$ cat config.mk
export PLATFORM = sky130hd
export DESIGN_NAME = rv32i_mem_arbiter
export DESIGN_NICKNAME = d
export VERILOG_FILES = /design/src/rtl/rv32i_mem_arbiter.sv
export SDC_FILE = /design/constraint.sdc
export NUM_CORES = 1
export LEC_CHECK = 0
export ABC_CLOCK_PERIOD_IN_PS = 2100
export CORE_MARGIN = 2
export CORE_UTILIZATION = 41
export DETAILED_ROUTE_END_ITERATION = 10
export PLACE_DENSITY_LB_ADDON = 0.1
export SYNTH_ARGS = -nofsm -noshare
export SYNTH_HDL_FRONTEND = slang
export SYNTH_SLANG_ARGS = --single-unit
$ cat constraint.sdc
create_clock -name i_clk -period 2.1 [get_ports i_clk]
set_input_delay 0.42 -clock i_clk [delete_from_list [all_inputs] [get_ports i_clk]]
set_output_delay 0.42 -clock i_clk [all_outputs]
set_load 0.02 [all_outputs]
$ cat src/rtl/rv32i_mem_arbiter.sv
// rv32i_mem_arbiter: shares one memory port between the instruction-fetch bus
// and the data bus. Arbitration is round-robin. A watchdog force-completes
// with an error any transaction that memory never acknowledges.
module rv32i_mem_arbiter #(
  parameter int TIMEOUT = 255
) (
  input  logic        i_clk,
  input  logic        i_rst,
  input  logic        i_ibus_req,
  input  logic [31:0] i_ibus_addr,
  output logic        o_ibus_ack,
  output logic        o_ibus_err,
  output logic [31:0] o_ibus_rdata,
  input  logic        i_dbus_req,
  input  logic        i_dbus_we,
  input  logic [31:0] i_dbus_addr,
  input  logic [31:0] i_dbus_wdata,
  input  logic [3:0]  i_dbus_wstrb,
  output logic        o_dbus_ack,
  output logic        o_dbus_err,
  output logic [31:0] o_dbus_rdata,
  output logic        o_mem_req,
  output logic        o_mem_we,
  output logic [31:0] o_mem_addr,
  output logic [31:0] o_mem_wdata,
  output logic [3:0]  o_mem_wstrb,
  input  logic        i_mem_ack,
  input  logic [31:0] i_mem_rdata
);

  localparam int CntW = $clog2(TIMEOUT + 1);
  localparam logic [CntW-1:0] CntLast = CntW'(TIMEOUT - 1);

  localparam logic [1:0] IDLE    = 2'd0;
  localparam logic [1:0] GRANT_I = 2'd1;
  localparam logic [1:0] GRANT_D = 2'd2;
  localparam logic [1:0] RESP    = 2'd3;

  logic [1:0]      state_q, state_d;
  logic            lastD_q, lastD_d;
  logic [CntW-1:0] cnt_q, cnt_d;
  logic            memReq_q, memReq_d;
  logic            memWe_q, memWe_d;
  logic [31:0]     memAddr_q, memAddr_d;
  logic [31:0]     memWdata_q, memWdata_d;
  logic [3:0]      memWstrb_q, memWstrb_d;
  logic            ibusAck_q, ibusAck_d;
  logic            ibusErr_q, ibusErr_d;
  logic [31:0]     ibusRdata_q, ibusRdata_d;
  logic            dbusAck_q, dbusAck_d;
  logic            dbusErr_q, dbusErr_d;
  logic [31:0]     dbusRdata_q, dbusRdata_d;
  logic            done;
  logic            timedOut;

  // Next-state logic: arbitrate in IDLE, wait for ack or watchdog in a grant
  // state, pulse the completion for one cycle in RESP.
  always_comb begin
    state_d     = state_q;
    lastD_d     = lastD_q;
    cnt_d       = cnt_q;
    memReq_d    = memReq_q;
    memWe_d     = memWe_q;
    memAddr_d   = memAddr_q;
    memWdata_d  = memWdata_q;
    memWstrb_d  = memWstrb_q;
    ibusAck_d   = 1'b0;
    ibusErr_d   = 1'b0;
    ibusRdata_d = ibusRdata_q;
    dbusAck_d   = 1'b0;
    dbusErr_d   = 1'b0;
    dbusRdata_d = dbusRdata_q;
    done        = i_mem_ack || (cnt_q == CntLast);
    timedOut    = !i_mem_ack;

    case (state_q)
      IDLE: begin
        if (i_ibus_req && (!i_dbus_req || lastD_q)) begin
          state_d    = GRANT_I;
          memReq_d   = 1'b1;
          memWe_d    = 1'b0;
          memAddr_d  = i_ibus_addr;
          memWstrb_d = 4'b0;
          cnt_d      = '0;
        end else if (i_dbus_req) begin
          state_d    = GRANT_D;
          memReq_d   = 1'b1;
          memWe_d    = i_dbus_we;
          memAddr_d  = i_dbus_addr;
          memWdata_d = i_dbus_wdata;
          memWstrb_d = i_dbus_wstrb;
          cnt_d      = '0;
        end
      end
      GRANT_I, GRANT_D: begin
        if (done) begin
          state_d  = RESP;
          memReq_d = 1'b0;
          lastD_d  = (state_q == GRANT_D);
          if (state_q == GRANT_I) begin
            ibusAck_d   = 1'b1;
            ibusErr_d   = timedOut;
            ibusRdata_d = timedOut ? 32'b0 : i_mem_rdata;
          end else begin
            dbusAck_d   = 1'b1;
            dbusErr_d   = timedOut;
            dbusRdata_d = (timedOut || memWe_q) ? 32'b0 : i_mem_rdata;
          end
        end else begin
          cnt_d = cnt_q + CntW'(1);
        end
      end
      default: begin
        state_d = IDLE;
      end
    endcase
  end

  // State and output registers; reset abandons any in-flight transaction.
  always_ff @(posedge i_clk) begin
    if (i_rst) begin
      state_q     <= IDLE;
      lastD_q     <= 1'b1;
      cnt_q       <= '0;
      memReq_q    <= 1'b0;
      memWe_q     <= 1'b0;
      memAddr_q   <= 32'b0;
      memWdata_q  <= 32'b0;
      memWstrb_q  <= 4'b0;
      ibusAck_q   <= 1'b0;
      ibusErr_q   <= 1'b0;
      ibusRdata_q <= 32'b0;
      dbusAck_q   <= 1'b0;
      dbusErr_q   <= 1'b0;
      dbusRdata_q <= 32'b0;
    end else begin
      state_q     <= state_d;
      lastD_q     <= lastD_d;
      cnt_q       <= cnt_d;
      memReq_q    <= memReq_d;
      memWe_q     <= memWe_d;
      memAddr_q   <= memAddr_d;
      memWdata_q  <= memWdata_d;
      memWstrb_q  <= memWstrb_d;
      ibusAck_q   <= ibusAck_d;
      ibusErr_q   <= ibusErr_d;
      ibusRdata_q <= ibusRdata_d;
      dbusAck_q   <= dbusAck_d;
      dbusErr_q   <= dbusErr_d;
      dbusRdata_q <= dbusRdata_d;
    end
  end

  assign o_mem_req    = memReq_q;
  assign o_mem_we     = memWe_q;
  assign o_mem_addr   = memAddr_q;
  assign o_mem_wdata  = memWdata_q;
  assign o_mem_wstrb  = memWstrb_q;
  assign o_ibus_ack   = ibusAck_q;
  assign o_ibus_err   = ibusErr_q;
  assign o_ibus_rdata = ibusRdata_q;
  assign o_dbus_ack   = dbusAck_q;
  assign o_dbus_err   = dbusErr_q;
  assign o_dbus_rdata = dbusRdata_q;

endmodule

==> flow_metrics.py, run 1 <==
metrics = {
    "run_status": {
        "status": "finished, final reports clean",
    },
    "logic_synthesis": {
        "ys_seq_elements": 149,
        "synth_cells": 610,
        "synth.avg_cell_area_um2": 9.55,
        "ys_types": 46,
        "synthesis.nets": 755,
        "yosys_warnings": 0,
        "synthesis.area_um2": 5830,
        "seq_area_frac_synth": 0.512,
    },
    "timing": {
        "hold_ws_ns": 0.351,
        "clock.fmax_mhz": 496,
        "setup_viol": 0,
        "hold_viol_final": 0,
        "slew-limit-headroom": 0.628,
        "min_period_over_period": 0.960,
        "skew_ns": 0.0114,
        "finalMaxSlewViolations": 0,
        "worstMarginPinSlew_ns": 0.552,
        "min_period_ns": 2.02,
    },
    "global_route": {
        "grt_max_degree": 65,
        "gr-total-overflow": 0,
        "grt_pass1_vias": 5464,
        "antenna_found_initial": 0,
        "grt_pass1_wl_um": 27100,
        "grt_use_total": 0.229,
    },
    "power": {
        "leakage_nw": 3.75,
        "p_total_mw": 10.2,
        "ir_worst_vdd_uv": 558,
        "p_per_area_nw_per_um2": 1080,
    },
    "final_layout": {
        "areaGrowthSynthToFinish_pct": 62.4,
        "diodes": 0,
        "finalNetCount": 1032,
        "fillerInstances": 1082,
        "drive_above_1_share": 0.0812,
    },
    "die": {
        "ios": 276,
        "core_um2": 13900,
        "rows": 43,
        "start_util": 0.420,
        "die_w_um": 123,
        "die_h_um": 123,
        "die-area_um2": 15200,
    },
    "detailed_routing": {
        "vias": 5545,
        "ant_nets": 0,
        "wl_um": 18300,
        "drc": 0,
        "viasPerCell": 5.14,
        "wl_per_cell_um": 17.0,
        "firstDrtPassIters": 4,
        "dr.first_iter.drc_count": 345,
    },
    "place": {
        "place.port_buffers": 275,
        "place.gp.congestion": 0.833,
        "hpwl_um": 13100,
    },
    "clocking": {
        "clock_latency_ns": 0.42,
        "cts_tree": "yes",
        "cts.sinks": 149,
        "clock-root-buffer": "clkbuf_16",
        "htreeDepth": 4,
        "clock_path_buffers": 2,
        "post_cts_buffers": 0,
        "cts_buffers": 17,
        "hold_buffers": 0,
        "cts_resized": 0,
        "cts.reportedPaths.clkPinSlew_ns": 0.06,
    },
    "critical_path": {
        "path_class": "flop to flop",
        "reg2reg_depth": 8,
        "path_cells": "inv_1 > ha_4 > buf_4 > inv_1 > buf_4 > nor3_4 > buf_2 > a22o_1",
        "cp.arrival_ns": 2.37,
        "critPathLaunch": "state_q[0]",
        "reg2reg_to": "o_ibus_rdata[11]",
        "crit_required_ns": 2.46,
        "crit_path_end_kind": "flop",
        "path_depth": 8,
        "worst_setup_path_start_kind": "flop",
        "timing.critical_path.to": "o_ibus_rdata[11]",
        "cp_num_buf_inv": 5,
        "reg2reg_from": "state_q[0]",
        "critPathMaxStageDelay_ns": 0.38,
        "crit_family": "buffers and inverters",
        "r2r_slack_ns": 0.08,
        "slowest_stage": "dfxtp_1",
        "crit_path_max_fanout": 10,
    },
    "hold_path": {
        "hp-class": "input port to flop",
    },
    "run": {
        "drv_cap": 0,
    },
}
## per-stage QoR
step	cell area, µm²	TNS (ns)	instances	util	worst slack, ns
floorplan	5830	0	610	-	0.236
global placement	8820	0	1046	0.636	0.0478
detailed placement	8820	0	1046	0.636	0.00607
CTS	9400	0	1077	0.677	0.0257
global route	9460	-0.0296	1079	0.682	-0.00739
finish	9460	0	1079	0.682	0.0834
## cell type report
| class | count | area (µm²) | share of cell area |
|---|---|---|---|
| clock buffers | 24 | 502 | 0.0530 |
| well taps | 180 | 225 | 0.0238 |
| flip-flops and latches | 149 | 2980 | 0.315 |
| clock inverters | 7 | 71.3 | 0.00754 |
| multi-input cells | 408 | 2600 | 0.275 |
| repair buffers | 301 | 3040 | 0.321 |
| inverters | 10 | 37.5 | 0.00397 |
## worst min path at each step
stage | start | to | slack, ns | cells after the start
2_1_floorplan | cnt_q[7] | cnt_q[7] | 0.46 | 1
3_3_place_gp | o_mem_wdata[6] | o_mem_wdata[6] | 0.44 | 2
3_5_place_dp | o_mem_wdata[17] | o_mem_wdata[17] | 0.45 | 2
4_1_cts | i_rst | o_dbus_ack | 0.32 | 2
5_1_grt | i_rst | o_dbus_ack | 0.36 | 2
6_report | i_rst | o_dbus_ack | 0.35 | 2
## synthesized netlist by cell type (all sizes together)
| cell type | count | share of area |
|---|---|---|
| dfxtp | 149 | 0.51 |
| nand2 | 136 | 0.088 |
| mux2i | 64 | 0.11 |
| nor2 | 40 | 0.026 |
| a21oi | 39 | 0.036 |
| a211oi | 36 | 0.049 |
| a22o | 32 | 0.048 |
| buf | 23 | 0.029 |
| clkbuf | 20 | 0.013 |
| inv | 10 | 0.0064 |
| ha | 7 | 0.015 |
| o211ai | 6 | 0.0086 |
| o21ai | 6 | 0.0077 |
| a22oi | 5 | 0.0064 |
| nand3 | 5 | 0.0043 |
| a31oi | 3 | 0.0032 |
| nand2b | 3 | 0.0045 |
| nor3 | 3 | 0.0026 |
| and4 | 2 | 0.0030 |
| nand4 | 2 | 0.0021 |
| nor4 | 2 | 0.0021 |
| o2bb2ai | 2 | 0.0030 |
| o32ai | 2 | 0.0030 |
| o41ai | 2 | 0.0030 |
| a2111oi | 1 | 0.0015 |
| a21o | 1 | 0.0013 |
| a311oi | 1 | 0.0015 |
| a32o | 1 | 0.0017 |
| and2 | 1 | 0.0011 |
| nor3b | 1 | 0.0013 |
| o211a | 1 | 0.0017 |
| o21a | 1 | 0.0013 |
| o31ai | 1 | 0.0013 |
| or3 | 1 | 0.0011 |
| or3b | 1 | 0.0015 |
## per-layer routing
layer	part of all wire	wire (µm)	track usage
met2	0.49	9020	0.383
met5	0	0	0
met3	0.089	1620	0.0918
met4	0.030	541	0.0987
met1	0.39	7120	0.257
## where the power goes
part           switching, mW  internal, mW  total [mW]
Clock                   1.11          1.78        2.88
Sequential             0.268          3.31        3.58
Combinational           1.97          1.77        3.74
## placed cells by master, fill, tap and decap left out, types with 6 or more instances in the layout
master	n
buf_12	6
clkbuf_16	18
a22o_1	32
clkdlybuf4s50_1	274
a211oi_1	35
a21oi_1	36
nor2_1	40
dfxtp_1	148
nand2_1	136
ha_1	6
inv_1	6
buf_4	17
mux2i_1	64
## flip-flops by register name (all words and copies together), names as in the netlist, 2 cells and up
name / flops
cnt_q: 8
o_dbus_rdata: 32
o_ibus_rdata: 32
o_mem_addr: 32
o_mem_wdata: 32
o_mem_wstrb: 4
state_q: 2
## kinds of logic (layout without fill, tap and decap cells)
| family | after synthesis | in the layout | share of synthesized area |
|---|---|---|---|
| simple gates | 197 | 197 | 0.137 |
| compound gates | 140 | 140 | 0.178 |
| flops | 149 | 149 | 0.512 |
| buf+inv | 53 | 342 | 0.0481 |
| mux | 64 | 64 | 0.110 |
| fa+ha+maj | 7 | 7 | 0.0150 |
Note: power is estimated with default switching activity, not from simulation.
==> inputs of run 2 (changes only) <==
--- a/constraint.sdc
+++ b/constraint.sdc
@@ -3,2 +3,2 @@
 set_output_delay 0.42 -clock i_clk [all_outputs]
-set_load 0.02 [all_outputs]
+set_load 0.05 [all_outputs]
==> flow_metrics.py, run 2 (synthesis results as in run 1) <==
metrics = {
    "critical_path": {
        "crit_required_ns": 1.68,
        "reg2reg_to": "cnt_q[3]",
        "crit_family": "buffers and inverters",
        "r2r_slack_ns": 0.14,
        "cp_num_buf_inv": 1,
        "crit_path_max_fanout": 2,
        "reg2reg_depth": 7,
        "path_class": "flop to output pin",
        "crit_path_end_kind": "output pin",
        "worst_setup_path_start_kind": "flop",
        "path_cells": "clkdlybuf4s50_1",
        "reg2reg_from": "state_q[0]",
        "cp.arrival_ns": 1.61,
        "slowest_stage": "clkdlybuf4s50_1",
        "critPathMaxStageDelay_ns": 0.86,
    },
    "die": {
        "die_w_um": 123,
        "start_util": 0.420,
        "ios": 276,
        "core_um2": 13900,
        "die-area_um2": 15200,
        "rows": 43,
        "die_h_um": 123,
    },
    "global_route": {
        "antenna_found_initial": 0,
        "grt_max_degree": 65,
        "grt_pass1_wl_um": 27100,
        "use_met3": 0.0964,
        "gr-total-overflow": 0,
        "grt_use_total": 0.230,
        "grt-busiest-layer": "met2",
        "grtUsageMet2": 0.383,
        "grt_pass1_vias": 5329,
        "grt_util_met1": 0.258,
    },
    "place": {
        "place.gp.congestion": 0.863,
        "place.port_buffers": 275,
        "hpwl_um": 12900,
    },
    "clocking": {
        "cts.reportedPaths.clkPinSlew_ns": 0.06,
        "clock-root-buffer": "clkbuf_16",
        "cts.sinks": 149,
        "post_cts_buffers": 0,
        "clock_path_buffers": 2,
        "htreeDepth": 4,
        "cts_tree": "yes",
        "clock_latency_ns": 0.42,
        "cts_buffers": 17,
    },
    "final_layout": {
        "areaGrowthSynthToFinish_pct": 62.3,
        "most-common-layout-cells": "clkdlybuf4s50_1, dfxtp_1, nand2_1",
        "finalNetCount": 1031,
        "diodes": 0,
        "final_common_cell": "clkdlybuf4s50_1",
        "drive_above_1_share": 0.0823,
        "post-route-util": 0.681,
    },
    "timing": {
        "skew_ns": 0.00668,
        "tns_ns": 0,
        "min_period_over_period": 0.966,
        "setup_viol": 0,
        "min_period_ns": 2.03,
        "worstMarginPinSlew_ns": 0.580,
        "clock.fmax_mhz": 493,
        "rsz0062_at_grt": "no",
        "hold_ws_ns": 0.317,
        "finalMaxSlewViolations": 0,
        "slew-limit-headroom": 0.609,
        "hold_viol_final": 0,
    },
    "run": {
        "drv_cap": 0,
    },
    "hold_path": {
        "min_to": "o_dbus_ack",
        "hold_start": "i_rst",
        "hp-class": "input port to flop",
        "min_path_cells": 2,
    },
    "detailed_routing": {
        "drc": 0,
        "wl_per_cell_um": 16.7,
        "firstDrtPassIters": 6,
        "ant_nets": 0,
        "wl_um": 18000,
        "viasPerCell": 5.12,
        "vias": 5529,
        "dr.first_iter.drc_count": 382,
    },
    "power": {
        "p_per_area_nw_per_um2": 1200,
        "leakage_nw": 3.75,
        "ir_worst_vdd_uv": 554,
    },
    "run_status": {
        "status": "finished, final reports clean",
    },
}
==> run 2: metrics by stage <==
stage	cell area [µm²]	cells	worst slack (ns)	total power, mW
5_1_grt	9460	1079	0.0141	11.9
3_3_place_gp	8830	1047	0.0287	8.23
6_report	9460	1079	0.0705	11.4
3_5_place_dp	8830	1047	-0.0496	8.31
4_1_cts	9440	1079	0.0366	11.4
2_1_floorplan	5830	610	0.236	6.66
==> run 2: metal layers <==
metal	part of all wire	wire length (µm)	vias up
li1	-	-	2696
met1	0.39	7020	2571
met2	0.48	8720	226
met3	0.097	1740	36
met4	0.028	496	0
met5	0	0	-
==> run 2: repair_timing <==
| action | 4_1_cts | 5_1_grt |
|---|---|---|
| endpoints found under the hold margin | 0 | 0 |
| resized for setup | 0 | 4 |
| setup endpoints to repair | 0 | 36 |
| hold buffers | 0 | 0 |
==> run 2: power breakdown <==
group          internal, mW  switching (mW)
registers              3.31           0.266
logic                  1.75            2.97
clock network          1.94            1.15
==> run 2: worst max path at each step <==
| stage | start | endpoint | slack (ns) | depth (start not counted) |
|---|---|---|---|---|
| after floorplan | state_q[0] | o_ibus_rdata[10] | 0.24 | 8 |
| after global placement | i_ibus_req | o_mem_req | 0.03 | 5 |
| after detailed placement | i_ibus_req | cnt_q[5] | -0.05 | 5 |
| after CTS | state_q[1] | cnt_q[3] | 0.04 | 7 |
| after global routing | o_dbus_rdata[31] | o_dbus_rdata[31] | 0.01 | 1 |
| final | o_mem_addr[31] | o_mem_addr[31] | 0.07 | 1 |
==> run 2: cell type report <==
class                           count  area (µm²)
Timing Repair Buffer              300        3010
Inverter                           10        37.5
Tap cell                          180         225
Clock buffer                       25         515
Fill cell                        1082        4420
Multi-Input combinational cell    408        2590
Clock inverter                      7        92.6
Sequential cell                   149        2980
==> inputs of run 3 (changes only) <==
- CORE_MARGIN: 2 -> default
- SLEW_MARGIN: default -> 40
==> flow_metrics.py, run 3 (synthesis results as in run 1) <==
metrics = {
    "hold_path": {
        "hp-class": "input port to flop",
    },
    "final_layout": {
        "drive_above_1_share": 0.0814,
        "areaGrowthSynthToFinish_pct": 61.6,
        "post-route-util": 0.678,
        "final_area_um2": 9420,
        "final_common_cell": "clkdlybuf4s50_1",
        "diodes": 0,
        "most-common-layout-cells": "clkdlybuf4s50_1, dfxtp_1, nand2_1",
        "finalNetCount": 1029,
    },
    "critical_path": {
        "cp.arrival_ns": 1.59,
        "cp_num_buf_inv": 1,
        "crit_family": "buffers and inverters",
        "path_class": "flop to output pin",
        "worst_setup_path_start_kind": "flop",
        "critPathMaxStageDelay_ns": 0.84,
        "path_cells": "clkdlybuf4s50_1",
        "crit_path_max_fanout": 2,
        "crit_path_end_kind": "output pin",
        "slowest_stage": "clkdlybuf4s50_1",
        "crit_required_ns": 1.68,
    },
    "timing": {
        "slew-limit-headroom": 0.580,
        "skew_ns": 0.00866,
        "tns_ns": 0,
        "hold_viol_final": 0,
        "setup_ws_ns": 0.0912,
        "rsz0062_at_grt": "no",
        "finalMaxSlewViolations": 0,
        "min_period_ns": 2.01,
        "clock.fmax_mhz": 498,
        "worstMarginPinSlew_ns": 0.624,
        "min_period_over_period": 0.957,
        "setup_viol": 0,
    },
    "detailed_routing": {
        "viasPerCell": 5.12,
        "firstDrtPassIters": 6,
        "ant_nets": 0,
        "drc": 0,
        "dr.first_iter.drc_count": 403,
        "vias": 5515,
        "wl_um": 17000,
        "wl_per_cell_um": 15.8,
    },
    "place": {
        "dp_worst_setup_slack_ns": -0.0139,
        "place.port_buffers": 275,
        "hpwl_um": 12300,
        "place.gp.congestion": 0.918,
        "placed_cell_area_um2": 8820,
    },
    "clocking": {
        "clock-root-buffer": "clkbuf_16",
        "cts_tree": "yes",
        "clock_path_buffers": 2,
        "post_cts_buffers": 0,
        "cts.reportedPaths.clkPinSlew_ns": 0.06,
        "cts_buffers": 17,
        "cts.sinks": 149,
        "clock_latency_ns": 0.41,
        "hold_buffers": 0,
        "htreeDepth": 4,
    },
    "power": {
        "ir_worst_vdd_uv": 556,
        "p_total_mw": 11.2,
        "p_per_area_nw_per_um2": 1190,
        "leakage_nw": 3.72,
    },
    "global_route": {
        "grt_pass1_wl_um": 26300,
        "grt_max_degree": 65,
        "grt_use_total": 0.229,
        "antenna_found_initial": 0,
        "gr-total-overflow": 0,
        "grt_pass1_vias": 5314,
    },
    "die": {
        "ios": 276,
        "die_h_um": 121,
        "core_um2": 13900,
        "die_w_um": 121,
        "die-area_um2": 14700,
        "rows": 43,
        "start_util": 0.420,
    },
    "run_status": {
        "status": "finished, final reports clean",
    },
    "run": {
        "drv_cap": 0,
    },
}
==> run 3: cell types whose count changed in the layout (fill, tap and decap cells not counted), sizes merged <==
cell and delta:
clkinv +6, clkbuf -6, buf -2
==> run 3: report_power, final <==
part           total [mW]  internal, mW  switching [mW]
Clock                2.92          1.77            1.15
Sequential           3.58          3.31           0.269
Combinational        4.72          1.76            2.96
Total                11.2          6.85            4.38
==> run 3: worst paths after layout <==
| kind | start | endpoint | slack, ns | cells past startpoint |
|---|---|---|---|---|
| setup / recovery | o_ibus_rdata[26] | o_ibus_rdata[26] | 0.09 | 1 |
| hold / removal | i_rst | o_dbus_ack | 0.37 | 2 |
| setup reg to reg | state_q[0] | o_ibus_rdata[3] | 0.13 | 7 |
| hold reg to reg | o_mem_wdata[14] | o_mem_wdata[14] | 0.45 | 2 |
==> run 3: routing by layer <==
| metal | wire, µm | vias up | global-route usage |
|---|---|---|---|
| met5 | 0 | - | 0 |
| met4 | 242 | 0 | 0.0872 |
| met3 | 1480 | 20 | 0.0686 |
| met2 | 8310 | 235 | 0.396 |
| met1 | 7010 | 2570 | 0.264 |
| li1 | - | 2690 | - |
==> run 3: through the flow <==
stage / hold WS, ns / std cells
2_1_floorplan: 0.461 / 610
3_3_place_gp: 0.443 / 1045
3_5_place_dp: 0.447 / 1045
4_1_cts: 0.354 / 1077
5_1_grt: 0.402 / 1077
6_report: 0.372 / 1077
==> run 3: cell type report <==
type                    count  area [µm²]
clock inverters            13         134
flip-flops and latches    149        2980
clock buffers              19         443
well taps                 180         225
fillers                  1098        4460
inverters                  10        37.5
multi-input cells         408        2590
repair buffers            298        3010
==> run 3: repair_timing <==
item	CTS	global route
endpoints found under the setup margin	1	39
resized for setup	1	3
pin swaps	0	1
